$ cat config.mk
export PLATFORM = sky130hd
export DESIGN_NAME = oam_scan_flat
export DESIGN_NICKNAME = d
export VERILOG_FILES = /design/src/rtl/oam_scan_if.sv /design/src/rtl/oam_scan.sv /design/src/flat_wrapper.sv
export SDC_FILE = /design/constraint.sdc
export NUM_CORES = 1
export LEC_CHECK = 0
export ABC_AREA = 1
export BUFFER_PORTS_ARGS = -buffer_cell sky130_fd_sc_hd__buf_2
export CAP_MARGIN = 20
export CORE_UTILIZATION = 60
export DETAILED_ROUTE_END_ITERATION = 8
export GPL_TIMING_DRIVEN = 0
export PLACE_DENSITY = 0.89
export SETUP_SLACK_MARGIN = 0.5
export SLEW_MARGIN = 20
export SYNTH_ARGS = -nofsm -noshare
export SYNTH_HDL_FRONTEND = slang
export SYNTH_SLANG_ARGS = --single-unit
export TNS_END_PERCENT = 10
$ cat constraint.sdc
create_clock -name clk -period 19.1 [get_ports clk]
set_clock_uncertainty 0.05 [all_clocks]
set_input_delay 3.82 -clock clk [delete_from_list [all_inputs] [get_ports clk]]
set_output_delay 3.82 -clock clk [all_outputs]
set_load 0.01 [all_outputs]
$ cat src/rtl/oam_scan_if.sv
// OAM read bus between the sprite scanner (master) and the OAM RAM (slave).
// The RAM returns the addressed Y/X word one cycle after the read strobe.
interface oam_scan_if;
    logic [7:0]  oam_adr;
    logic        oam_read;
    logic [15:0] oam_dout16;

    modport master (
        output oam_adr,
        output oam_read,
        input  oam_dout16
    );

    modport slave (
        input  oam_adr,
        input  oam_read,
        output oam_dout16
    );
endinterface

$ cat src/rtl/oam_scan.sv
// Per-line sprite search: walks all OAM entries and buffers up to MAX_SPRITES visible ones.
// Optional macro OAM_SCAN_OVF_EN adds the ovf / ovf_cnt overflow reporting outputs.
module oam_scan #(
    parameter int NUM_ENTRIES = 40,
    parameter int MAX_SPRITES = 10
) (
    input  logic        clk,
    input  logic        reset,
    input  logic        start,
    input  logic [7:0]  ly,
    input  logic        obj_size,
    oam_scan_if.master  oam,
    output logic        busy,
    output logic        done,
    output logic [3:0]  count,
    input  logic [3:0]  buf_sel,
    output logic [7:0]  buf_x,
    output logic [5:0]  buf_num,
    output logic [3:0]  buf_row
`ifdef OAM_SCAN_OVF_EN
    ,
    output logic        ovf,
    output logic [4:0]  ovf_cnt
`endif
);

    localparam logic [5:0] LAST_IDX  = 6'(NUM_ENTRIES - 1);
    localparam logic [3:0] SLOT_LIM  = 4'(MAX_SPRITES);

    typedef enum logic [1:0] {
        IDLE,
        SCAN,
        DRAIN
    } state_t;

    state_t      state;
    logic [5:0]  idx;
    logic [5:0]  pidx;
    logic        p;
    logic [7:0]  ly_q;
    logic        size_q;

    logic [7:0]  slot_x   [MAX_SPRITES];
    logic [5:0]  slot_num [MAX_SPRITES];
    logic [3:0]  slot_row [MAX_SPRITES];

    logic [8:0]  t;
    logic [8:0]  y9;
    logic [8:0]  y_end;
    logic [3:0]  row;
    logic        hit;
    logic        room;

    // Visibility test on the word returned for entry pidx; all 9-bit so Y near 255 never wraps.
    always_comb begin
        t     = {1'b0, ly_q} + 9'd16;
        y9    = {1'b0, oam.oam_dout16[7:0]};
        y_end = y9 + (size_q ? 9'd16 : 9'd8);
        row   = t[3:0] - y9[3:0];
        hit   = p && (y9 <= t) && (t < y_end);
        room  = (count < SLOT_LIM);
    end

    always_ff @(posedge clk or posedge reset) begin
        if (reset) begin
            state        <= IDLE;
            idx          <= '0;
            pidx         <= '0;
            p            <= 1'b0;
            ly_q         <= '0;
            size_q       <= 1'b0;
            busy         <= 1'b0;
            done         <= 1'b0;
            count        <= '0;
            oam.oam_read <= 1'b0;
            oam.oam_adr  <= '0;
            for (int i = 0; i < MAX_SPRITES; i++) begin
                slot_x[i]   <= '0;
                slot_num[i] <= '0;
                slot_row[i] <= '0;
            end
`ifdef OAM_SCAN_OVF_EN
            ovf          <= 1'b0;
            ovf_cnt      <= '0;
`endif
        end else begin
            done <= 1'b0;

            if (hit) begin
                if (room) begin
                    slot_x[count]   <= oam.oam_dout16[15:8];
                    slot_num[count] <= pidx;
                    slot_row[count] <= row;
                    count           <= count + 4'd1;
                end
`ifdef OAM_SCAN_OVF_EN
                else begin
                    ovf <= 1'b1;
                    if (ovf_cnt != 5'd31) begin
                        ovf_cnt <= ovf_cnt + 5'd1;
                    end
                end
`endif
            end

            case (state)
                IDLE: begin
                    p <= 1'b0;
                    if (start) begin
                        ly_q         <= ly;
                        size_q       <= obj_size;
                        count        <= '0;
                        idx          <= '0;
                        busy         <= 1'b1;
                        oam.oam_read <= 1'b1;
                        oam.oam_adr  <= '0;
                        state        <= SCAN;
`ifdef OAM_SCAN_OVF_EN
                        ovf          <= 1'b0;
                        ovf_cnt      <= '0;
`endif
                    end
                end

                // Address is registered one step ahead so it tracks idx in the cycle it is issued.
                SCAN: begin
                    idx  <= idx + 6'd1;
                    p    <= 1'b1;
                    pidx <= idx;
                    if (idx == LAST_IDX) begin
                        oam.oam_read <= 1'b0;
                        oam.oam_adr  <= '0;
                        state        <= DRAIN;
                    end else begin
                        oam.oam_adr  <= {idx + 6'd1, 2'b00};
                    end
                end

                DRAIN: begin
                    p     <= 1'b0;
                    busy  <= 1'b0;
                    done  <= 1'b1;
                    state <= IDLE;
                end

                default: begin
                    p     <= 1'b0;
                    busy  <= 1'b0;
                    state <= IDLE;
                end
            endcase
        end
    end

    // Slots at or beyond count are stale; the fetcher only reads below count.
    always_comb begin
        buf_x   = '0;
        buf_num = '0;
        buf_row = '0;
        if (buf_sel < SLOT_LIM) begin
            buf_x   = slot_x[buf_sel];
            buf_num = slot_num[buf_sel];
            buf_row = slot_row[buf_sel];
        end
    end

endmodule
$ cat src/flat_wrapper.sv
// flat-port wrapper written by rule: the top's interface ports become plain ports
module oam_scan_flat 
#(
    parameter int NUM_ENTRIES = 40,
    parameter int MAX_SPRITES = 10
)
  (clk, reset, start, ly, obj_size, busy, done, count, buf_sel, buf_x, buf_num, buf_row, oam_oam_adr, oam_oam_read, oam_oam_dout16);
  oam_scan_if oam_i ();
  input  logic clk;
  input  logic reset;
  input  logic start;
  input  logic [7:0] ly;
  input  logic obj_size;
  output logic busy;
  output logic done;
  output logic [3:0] count;
  input  logic [3:0] buf_sel;
  output logic [7:0] buf_x;
  output logic [5:0] buf_num;
  output logic [3:0] buf_row;
  output wire logic [$bits(oam_i.oam_adr)-1:0] oam_oam_adr;
  output wire logic [$bits(oam_i.oam_read)-1:0] oam_oam_read;
  input wire logic [$bits(oam_i.oam_dout16)-1:0] oam_oam_dout16;
  assign oam_oam_adr = oam_i.oam_adr;
  assign oam_oam_read = oam_i.oam_read;
  assign oam_i.oam_dout16 = oam_oam_dout16;
  oam_scan #(.NUM_ENTRIES(NUM_ENTRIES), .MAX_SPRITES(MAX_SPRITES)) u_core (.clk(clk), .reset(reset), .start(start), .ly(ly), .obj_size(obj_size), .oam(oam_i), .busy(busy), .done(done), .count(count), .buf_sel(buf_sel), .buf_x(buf_x), .buf_num(buf_num), .buf_row(buf_row));
endmodule
==> impl_metrics.toml <==
[run_status]
status = "finished clean"

[global_routing]
grt_pass1_wl_mm = 55.2
grt_max_degree = 85
grt_usage_pct = 34.7
grt_overflow_total = 0
antenna_violations_before_repair = 0
grt_pass1_vias = 10900

[clocking]
ctsRootBufferMaster = "clkbuf_16"
max-clock-path-buffers = 3
worst_skew_pair.late_latency_ps = 520
cts_h_tree_depth = 1
cts_sinks = 217
number_of_clock_buffers_inserted_by_tritoncts = 23
path_clk_slew_ps = 60
gates_resized_cts_repair = 0
post-cts-setup-buffers = 0
clock_tree_from_tritoncts = "built"
cts_hold_repair.buffers = 0

[pwr]
pwr-share-comb_pct = 39.4
seq_power_share_pct = 36.5
vdd_drop_max_mv = 0.0878
clock_power_share_pct = 24.0
static_leak_nw = 6.43
power.switching_mw = 0.699
switching_share_pct = 40.7
p_per_area_mw_per_mm2 = 128
power_report.internal_total_mw = 1.02

[timing]
fmax_mhz = 102
final-setup-viol-count = 0
finalHoldViolCount = 0
final.setup.tns_ps = 0
tightestPinTransition_ps = 1040
fin_crit_ps = 9820
timing.slew.headroom_pct = 30.0
finalCritPeriodShare_pct = 51.4
slew_viol_final = 0
setup_repair_after_global_routing_missed_its_margin = "false"

[layout]
commonest_non_fill_non_tap_cells_in_the_layout = "266 x nand2_1, 224 x inv_1, 217 x dfrtp_1"
antenna_cells = 0
layout.filler_cells = 1539
layout-area-overhead-vs-synth_pct = 10.9
layout-drive-gt1-share_pct = 8.45
sequential_cell_area_mm2 = 0.00543
final_net_count = 1669
multi_input_area_mm2 = 0.00522
layout.cells.most_common = "nand2_1"
layout.cells.non_filler = 1886

[hold_path]
holdPathStages = 1
hold_path_class = "register to register"

[detailed_routing]
antenna_left = 0
drt-total-wl_mm = 34.8
drt_initial_violations = 1398
route.detailed.drc = 0
total_via_count_after_detailed_routing = 11400
dr.pass1.iters = 8
post_drt_via_cell_ratio = 6.02
wl_per_cell_um = 18.4

[synthesis]
yosysUniqueCellTypes = 33
yosysWarningCount = 0
synthAdderAreaFrac_pct = 2.93
syn-cell-area_mm2 = 0.0121
synth_compound_area_share_pct = 20.2
synth_edf_count = 0
syn-mean-instance-area_um2 = 7.88
synth_seq_cells = 217
synthXorXnorAreaFrac_pct = 0.654
yosys_most_used_dff = "dfrtp_1"
synthArstFlopShare_pct = 100
syn-instance-count = 1531
yosys.area_share.simple_pct = 19.4
post_synth_mux_area_share_pct = 0
synth_top_family_by_area = "compound AO/OA/AOI/OAI gates"
synth-seq-area-share_pct = 45.0

[die]
io-pin-count = 65
coreArea_mm2 = 0.0196
fp.dieArea_mm2 = 0.0207
fp.dieH_um = 144
dieWidth_um = 144
start_util_pct = 61.6
core.rowCount = 51

[worst_setup_path]
start_kind = "input pin"
timing.setup.critical_path_class = "input pin to primary output"
worstPathMaxFanout = 10
required_ps = 15230
crit_path_end_kind = "primary output"
r2r.worst_path.cells = 16
worst-endpoint-arrival_ps = 5950

[placement]
dpl.hpwl_mm = 24.3
buffer_ports.inserted = 51
place_congestion = 0.971
placed_cells_incl_taps = 1850

[flow_run]
max_cap_viol_count = 0
==> flip-flops by register name (all words and copies together), names as in the netlist, 2 cells and up <==
register	count
u_core.count	4
u_core.idx	6
u_core.ly_q	8
u_core.oam.oam_adr	6
u_core.pidx	6
u_core.slot_num	60
u_core.slot_row	40
u_core.slot_x	80
u_core.state	2
==> kinds of logic after synthesis <==
| kind of cell | after synthesis |
|---|---|
| buffers and inverters | 350 |
| flip-flops | 217 |
| AND/OR/NAND/NOR | 536 |
| other | 1 |
| adder cells (fa/ha/maj) | 27 |
| XOR/XNOR | 9 |
| AO/OA/AOI/OAI | 391 |
==> final timing paths <==
path	from	to	slack, ps
hold / removal	u_core.state[0]	u_core.done	410
max in group asynchronous	reset	u_core.slot_num[53]	14970
hold reg to reg	u_core.state[0]	u_core.done	410
setup / recovery	buf_sel[0]	buf_row[2]	9280
min in group asynchronous	reset	u_core.slot_num[14]	3270
setup reg to reg	u_core.size_q	u_core.slot_num[16]	15630
==> worst max-delay path, stage by stage <==
cell,delay [ps]
clkbuf_1,190
inv_1,140
buf_2,240
buf_1,630
a21oi_1,140
o21ai_0,170
nand3_1,180
o2111ai_1,120
o21ai_0,150
buf_2,180
==> metal layers <==
| layer | wire, µm | track usage (%) |
|---|---|---|
| met5 | 0 | 0 |
| met4 | 2220 | 20.9 |
| met3 | 3430 | 5.33 |
| met2 | 15600 | 54.3 |
| met1 | 13500 | 45.5 |
==> Yosys cell counts (2+ instances only) <==
library cell | n | area (µm²)
nand2_1 | 266 | 998
inv_1 | 225 | 845
dfrtp_1 | 217 | 5430
nand3_1 | 212 | 1060
o21bai_1 | 163 | 1220
o21ai_0 | 128 | 641
a21oi_1 | 74 | 370
clkbuf_1 | 66 | 248
nor2_1 | 37 | 139
buf_2 | 27 | 135
ha_1 | 25 | 313
clkinv_1 | 15 | 56.3
nor2_2 | 10 | 62.6
o2111ai_1 | 9 | 78.8
o211ai_1 | 9 | 67.6
buf_6 | 7 | 78.8
buf_1 | 5 | 18.8
xor2_1 | 5 | 43.8
buf_4 | 4 | 30.0
nand4_1 | 4 | 25.0
o31ai_1 | 4 | 30.0
xnor2_1 | 4 | 35.0
o22ai_1 | 3 | 18.8
fa_1 | 2 | 40.0
nor3_1 | 2 | 10.0
==> area by class of cell <==
type,count,share of cell area [%]
well taps,265,2.48
clock buffers,31,4.75
inverters,241,6.82
plain buffers,109,3.82
clock inverters,5,0.215
flip-flops and latches,217,40.6
multi-input cells,965,39.0
repair buffers,53,2.32
==> power by group through the flow <==
stage | registers (mW) | logic (mW) | clock network [mW]
detailed placement | 0.632 | 0.650 | 0
finish | 0.628 | 0.677 | 0.413
CTS | 0.625 | 0.659 | 0.412
global placement | 0.628 | 0.627 | 0
global route | 0.637 | 0.739 | 0.431
floorplan | 0.623 | 0.467 | 0
==> through the flow <==
step	total power [mW]	area (µm²)	setup slack (ps)	hold WS (ps)	utilization [%]
3_5_place_dp	1.28	12700	9480	404	64.9
2_1_floorplan	1.09	12100	9290	374	-
3_3_place_gp	1.26	12700	6950	387	64.6
6_report	1.72	13400	9280	415	68.3
4_1_cts	1.70	13400	9450	412	68.3
5_1_grt	1.81	13400	9290	426	68.3
Power figures use the tool's default switching activity.
